==> config.mk <==
export PLATFORM = sky130hd
export DESIGN_NAME = md_sequencer
export DESIGN_NICKNAME = d
export VERILOG_FILES = /design/src/rtl/md_pkg.sv /design/src/rtl/md_addsub.sv /design/src/rtl/md_sequencer.sv
export SDC_FILE = /design/constraint.sdc
export NUM_CORES = 1
export LEC_CHECK = 0
export CORE_AREA = 8 8 207 209
export CTS_BUF_LIST = sky130_fd_sc_hd__clkbuf_8
export DETAILED_ROUTE_END_ITERATION = 10
export DIE_AREA = 0 0 215 217
export HOLD_SLACK_MARGIN = 0.05
export PLACE_DENSITY = 0.62
export SKIP_LAST_GASP = 1
export SYNTH_ARGS = -nofsm -noshare
export SYNTH_HDL_FRONTEND = slang
export SYNTH_SLANG_ARGS = --single-unit
==> constraint.sdc <==
create_clock -name clk -period 5.6 [get_ports clk]
set_input_delay 1.12 -clock clk [delete_from_list [all_inputs] [get_ports clk]]
set_output_delay 1.12 -clock clk [all_outputs]
set_load 0.02 [all_outputs]
==> src/rtl/md_pkg.sv <==
// Shared definitions for the multiply/divide sequencer: op codes, FSM states, counter sizing.
package md_pkg;

  localparam logic [1:0] OP_MULTU = 2'b00;
  localparam logic [1:0] OP_MULT  = 2'b01;
  localparam logic [1:0] OP_DIVU  = 2'b10;
  localparam logic [1:0] OP_DIV   = 2'b11;

  typedef enum logic [1:0] {
    ST_IDLE,
    ST_CALC,
    ST_FIX
  } md_state_e;

  function automatic int cnt_width(input int w);
    return $clog2(w + 1);
  endfunction

endpackage

==> src/rtl/md_addsub.sv <==
// Shared adder/subtractor; co is the carry out (for subtract: 1 means x >= y, no borrow).
module md_addsub #(
  parameter int WIDTH = 33
) (
  input  logic [WIDTH-1:0] x,
  input  logic [WIDTH-1:0] y,
  input  logic             sub,
  output logic [WIDTH-1:0] s,
  output logic             co
);

  logic [WIDTH-1:0] yy;

  assign yy      = sub ? ~y : y;
  assign {co, s} = {1'b0, x} + {1'b0, yy} + {{WIDTH{1'b0}}, sub};

endmodule

==> src/rtl/md_sequencer.sv <==
// Radix-2 iterative MULT/MULTU/DIV/DIVU sequencer owning HI/LO.
// Optional MD_EARLY_OUT_EN: multiply CALC stops once the remaining multiplier bits are zero.
module md_sequencer
  import md_pkg::*;
#(
  parameter int WIDTH = 32
) (
  input  logic             clk,
  input  logic             rst_n,
  input  logic             start,
  input  logic [1:0]       op,
  input  logic [WIDTH-1:0] a,
  input  logic [WIDTH-1:0] b,
  input  logic             mthi,
  input  logic             mtlo,
  output logic             busy,
  output logic             done,
  output logic [WIDTH-1:0] hi,
  output logic [WIDTH-1:0] lo
);

  localparam int CW = cnt_width(WIDTH);

  md_state_e          state;
  logic               fix_ph;
  logic               div_q;
  logic               sa, sb;
  logic [WIDTH-1:0]   opnd;
  logic [WIDTH-1:0]   mreg;
  logic [2*WIDTH-1:0] acc;
  logic [CW-1:0]      cnt;

  logic [WIDTH-1:0]   abs_a, abs_b;
  logic [WIDTH:0]     ax, ay, as;
  logic               asub, aco;
  logic [2*WIDTH-1:0] acc_step;
  logic [2*WIDTH-1:0] aligned;
  logic [2*WIDTH-1:0] fixed;
  logic [WIDTH-1:0]   rem_fix, quo_fix;
  logic               early_exit;

  assign abs_a = (op[0] && a[WIDTH-1]) ? -a : a;
  assign abs_b = (op[0] && b[WIDTH-1]) ? -b : b;

  // Divide: trial-subtract divisor from {rem, next dividend bit}.
  // Multiply: conditionally add multiplicand to the high half.
  always_comb begin
    ax   = '0;
    ay   = '0;
    asub = 1'b0;
    if (div_q) begin
      ax   = acc[2*WIDTH-2:WIDTH-1];
      ay   = {1'b0, opnd};
      asub = 1'b1;
    end else begin
      ax   = {1'b0, acc[2*WIDTH-1:WIDTH]};
      ay   = mreg[0] ? {1'b0, opnd} : '0;
      asub = 1'b0;
    end
  end

  md_addsub #(.WIDTH(WIDTH + 1)) u_addsub (
    .x   (ax),
    .y   (ay),
    .sub (asub),
    .s   (as),
    .co  (aco)
  );

  always_comb begin
    acc_step = '0;
    if (div_q)
      acc_step = aco ? {as[WIDTH-1:0], acc[WIDTH-2:0], 1'b1} : {acc[2*WIDTH-2:0], 1'b0};
    else
      acc_step = {as, acc[WIDTH-1:1]};
  end

`ifdef MD_EARLY_OUT_EN
  logic [CW-1:0] shamt;
  assign early_exit = !div_q && (mreg == '0);
  // Skipped iterations would only have shifted right; apply them all at once.
  assign shamt      = CW'(WIDTH) - cnt;
  assign aligned    = acc >> shamt;
`else
  assign early_exit = 1'b0;
  assign aligned    = acc;
`endif

  always_comb begin
    rem_fix = sa ? -acc[2*WIDTH-1:WIDTH] : acc[2*WIDTH-1:WIDTH];
    quo_fix = (opnd == '0) ? '1 : ((sa ^ sb) ? -acc[WIDTH-1:0] : acc[WIDTH-1:0]);
    fixed   = div_q ? {rem_fix, quo_fix} : ((sa ^ sb) ? -aligned : aligned);
  end

  always_ff @(posedge clk or negedge rst_n) begin
    if (!rst_n) begin
      state  <= ST_IDLE;
      fix_ph <= 1'b0;
      div_q  <= 1'b0;
      sa     <= 1'b0;
      sb     <= 1'b0;
      opnd   <= '0;
      mreg   <= '0;
      acc    <= '0;
      cnt    <= '0;
      busy   <= 1'b0;
      done   <= 1'b0;
      hi     <= '0;
      lo     <= '0;
    end else begin
      done <= 1'b0;
      case (state)
        ST_IDLE: begin
          if (mthi) hi <= a;
          if (mtlo) lo <= a;
          if (start) begin
            div_q  <= op[1];
            sa     <= op[0] & a[WIDTH-1];
            sb     <= op[0] & b[WIDTH-1];
            cnt    <= '0;
            fix_ph <= 1'b0;
            busy   <= 1'b1;
            state  <= ST_CALC;
            if (op[1]) begin
              opnd <= abs_b;
              mreg <= '0;
              acc  <= {{WIDTH{1'b0}}, abs_a};
            end else begin
              opnd <= abs_a;
              mreg <= abs_b;
              acc  <= '0;
            end
          end
        end
        ST_CALC: begin
          if (early_exit) begin
            state <= ST_FIX;
          end else begin
            acc  <= acc_step;
            mreg <= mreg >> 1;
            cnt  <= cnt + 1'b1;
            if (cnt == CW'(WIDTH - 1)) state <= ST_FIX;
          end
        end
        ST_FIX: begin
          // Sign fix-up is registered first; HI/LO commit on the following edge.
          if (!fix_ph) begin
            acc    <= fixed;
            fix_ph <= 1'b1;
          end else begin
            hi    <= acc[2*WIDTH-1:WIDTH];
            lo    <= acc[WIDTH-1:0];
            done  <= 1'b1;
            busy  <= 1'b0;
            state <= ST_IDLE;
          end
        end
        default: state <= ST_IDLE;
      endcase
    end
  end

endmodule

==> flow_summary.toml <==
[grt]
antenna_found_initial = 0
grt_pass1_vias = 14900
grt_max_degree = 94
grt_pass1_wl_um = 87700
grt_use_total = 0.234
grt_overflow_total = 0

[finish]
final_cells = 2627
diodes = 0
fillers = 3969
fin_util = 0.457
nNetsFinal = 2189
drive_gt1_frac = 0.0828
syn_to_final_growth_pct = 15.7

[clock_tree]
clkTransAtPathRegs_ps = 60
clockBufferDepth = 3
clk_latency_ps = 560
htree_levels = 2
ctsResizeCount = 0
cts_tree = "built"
numCtsBuffers = 40
cts-root-buf = "clkbuf_8"
cts.sinks = 206
cts_setup_buffers = 0
cts_hold_buf = 0

[detailed_routing]
drtPass1Iterations = 5
vias_per_cell = 5.97
wirelength_um = 56700
via_count = 15700
first_iter_violations = 1521
wire_per_inst_um = 21.6
ant_nets = 0
drc = 0

[timing]
skew_ps = 32.8
tns_ps = 0
setup_viol = 0
rsz0062_at_grt = "no"
min_period_ps = 4490
finalCritPeriodShare = 0.802
fmax_ghz = 0.223
tightestPinTransition_ps = 1150
drv_slew = 0
worst_slack_ps = 1110
slew_headroom = 0.231
hold_violations = 0
hold_slack_ps = 513

[worst_setup_path]
crit_arrival_ps = 4860
endpoint_kind = "register"
crit_family = "compound AO/OA/AOI/OAI gates"
crit_chain = "inv_1 -> o21ai_0 -> ha_1 -> a21oi_1 -> o211ai_1 -> and2_1 -> o21ai_0 -> a21oi_1 -> a211oi_4 -> nand2_2 -> o21ai_0 -> o311ai_0"
critPathMaxStageDelay_ps = 660
cp-start-kind = "register"
crit_fanout = 34
cp.required_ps = 5970
critPathMostFrequentCell = "o21ai_0"
crit_type = "reg2reg"
crit_buf_inv = 1
critPathSlowestCell = "inv_1"
r2r_slack_ps = 1110

[synth]
yosys.cell_types.count = 80
synth_area_mm2 = 0.0156
syn_nets = 2137
ys_ff_latch = 206
ys.flop_type = "dfrtp_1"
yosysSeqAreaShare = 0.331
postSynth.asyncResetShare = 1.00
synth_top_family_by_area = "compound AO/OA/AOI/OAI gates"
synth_cells = 2025
avgSynthCellArea_um2 = 7.70
yosys.area_share.simple = 0.223
synthXorXnorAreaFrac = 0.0680
synth_compound_area_frac = 0.252
synth_edf_count = 0
muxShareOfSynthArea = 0.0482
synth_warnings = 0
synth_fa_ha_area_frac = 0.0334

[floorplan]
die_x_um = 215
row_count = 73
io_pins = 137
start_util = 0.395
coreArea_mm2 = 0.0395
die_y_um = 217
die_area_mm2 = 0.0467

[pwr]
powerDensity_mw_per_mm2 = 586
p_seq_frac = 0.269
swShare = 0.506
p_leak_uw = 0.00740
pwr-share-comb = 0.593
switchingPower_uw = 5360
p_clk_frac = 0.138
p_int_uw = 5220
irDropWorstVdd_mv = 0.278

[placement]
gp_congestion = 0.947
place_hpwl_um = 42400
portBuffers = 136
dpl_worst_slack_ps = 1060
placed_cells = 2560

[run_status]
status = "completed"

[job]
cap_viol_max_count = 0

[worst_hold_path]
hp-class = "reg2reg"
metrics by stage:
| step | power, uW | cell area, um^2 |
|---|---|---|
| floorplan | 6930 | 15600 |
| global placement | 8920 | 17300 |
| detailed placement | 9040 | 17300 |
| CTS | 10500 | 18000 |
| global route | 11300 | 18000 |
| finish | 10600 | 18000 |
cells in the final DEF, fill, tap and decap left out, drive strengths merged, types with 43 or more instances in the layout:
cell type / Yosys / routed
inv: 30 / 43
clkbuf: 126 / 46
xnor2: 59 / 59
nor3: 59 / 59
clkdlybuf4s50: 0 / 134
mux2: 57 / 57
nand2: 231 / 231
nor2: 280 / 280
dfrtp: 206 / 206
xor2: 62 / 62
a21oi: 245 / 245
o21ai: 231 / 231
power groups by stage:
stage | clock (uW) | combinational [uW] | sequential, uW
global placement | 0 | 6090 | 2830
floorplan | 0 | 4110 | 2820
global route | 1550 | 6860 | 2930
CTS | 1490 | 6200 | 2830
detailed placement | 0 | 6180 | 2850
finish | 1460 | 6270 | 2850
final cells by class:
class,count,area (um^2),share of cell area
clock buffers,45,619,0.0343
multi-input cells,1638,9810,0.544
clock inverters,22,135,0.00749
inverters,30,113,0.00624
repair buffers,161,1550,0.0858
well taps,525,657,0.0364
flip-flops and latches,206,5160,0.286
flip-flops by register name (all words and copies together) (netlist names):
register	cells
sa	1
busy	1
done	1
div_q	1
state	2
cnt	6
hi	32
fix_ph	1
sb	1
lo	32
mreg	32
opnd	32
acc	64
routing by layer:
layer	vias to the layer above	global-route usage	wire, um
met5	-	0	0
met4	0	0.0899	2160
met3	118	0.0379	3900
met2	609	0.376	26200
met1	7623	0.314	24400
li1	7327	-	-
Yosys cell counts, types with 24 or more instances:
library cell | count | area [um^2]
nor4_1 | 25 | 156
o21ai_1 | 31 | 155
a21oi_1 | 245 | 1230
nor3_1 | 57 | 285
ha_1 | 40 | 500
o221ai_1 | 26 | 228
xnor2_1 | 59 | 517
o21ai_0 | 200 | 1000
dfrtp_1 | 206 | 5150
mux2_2 | 57 | 642
a221oi_1 | 26 | 228
nor2_1 | 279 | 1050
a22oi_1 | 24 | 180
nor2b_1 | 36 | 225
inv_1 | 30 | 113
clkbuf_1 | 126 | 473
xor2_1 | 62 | 543
nand2_1 | 230 | 863
path summary, 6_finish.rpt:
| check | startpoint | to | cells past startpoint |
|---|---|---|---|
| max in group asynchronous | rst_n | lo[0]$_DFFE_PN0P_ | 2 |
| setup / recovery | div_q$_DFFE_PN0P_ | acc[35]$_DFFE_PN0P_ | 12 |
| setup reg to reg | div_q$_DFFE_PN0P_ | acc[35]$_DFFE_PN0P_ | 12 |
| hold reg to reg | mreg[31]$_DFFE_PN0P_ | mreg[31]$_DFFE_PN0P_ | 2 |
| hold / removal | mreg[31]$_DFFE_PN0P_ | mreg[31]$_DFFE_PN0P_ | 2 |
| min in group asynchronous | rst_n | hi[18]$_DFFE_PN0P_ | 1 |
logic make-up (layout without fill, tap and decap cells):
family | after synthesis | count (layout)
AO/OA/AOI/OAI | 661 | 661
XOR/XNOR | 121 | 121
adder cells (fa/ha/maj) | 41 | 41
buffers and inverters | 181 | 258
flip-flops | 206 | 206
multiplexers | 68 | 68
AND/OR/NAND/NOR | 747 | 747
worst register-to-register path, cell delays in order, from the launching register on:
cell      delay, ps
dfrtp_4         490
inv_1           660
o21ai_0         450
ha_1            490
a21oi_1         180
o211ai_1        150
and2_1          210
o21ai_0         160
a21oi_1         160
a211oi_4        410
nand2_2         450
o21ai_0         340
o311ai_0        170
Power figures use the tool's default switching activity.
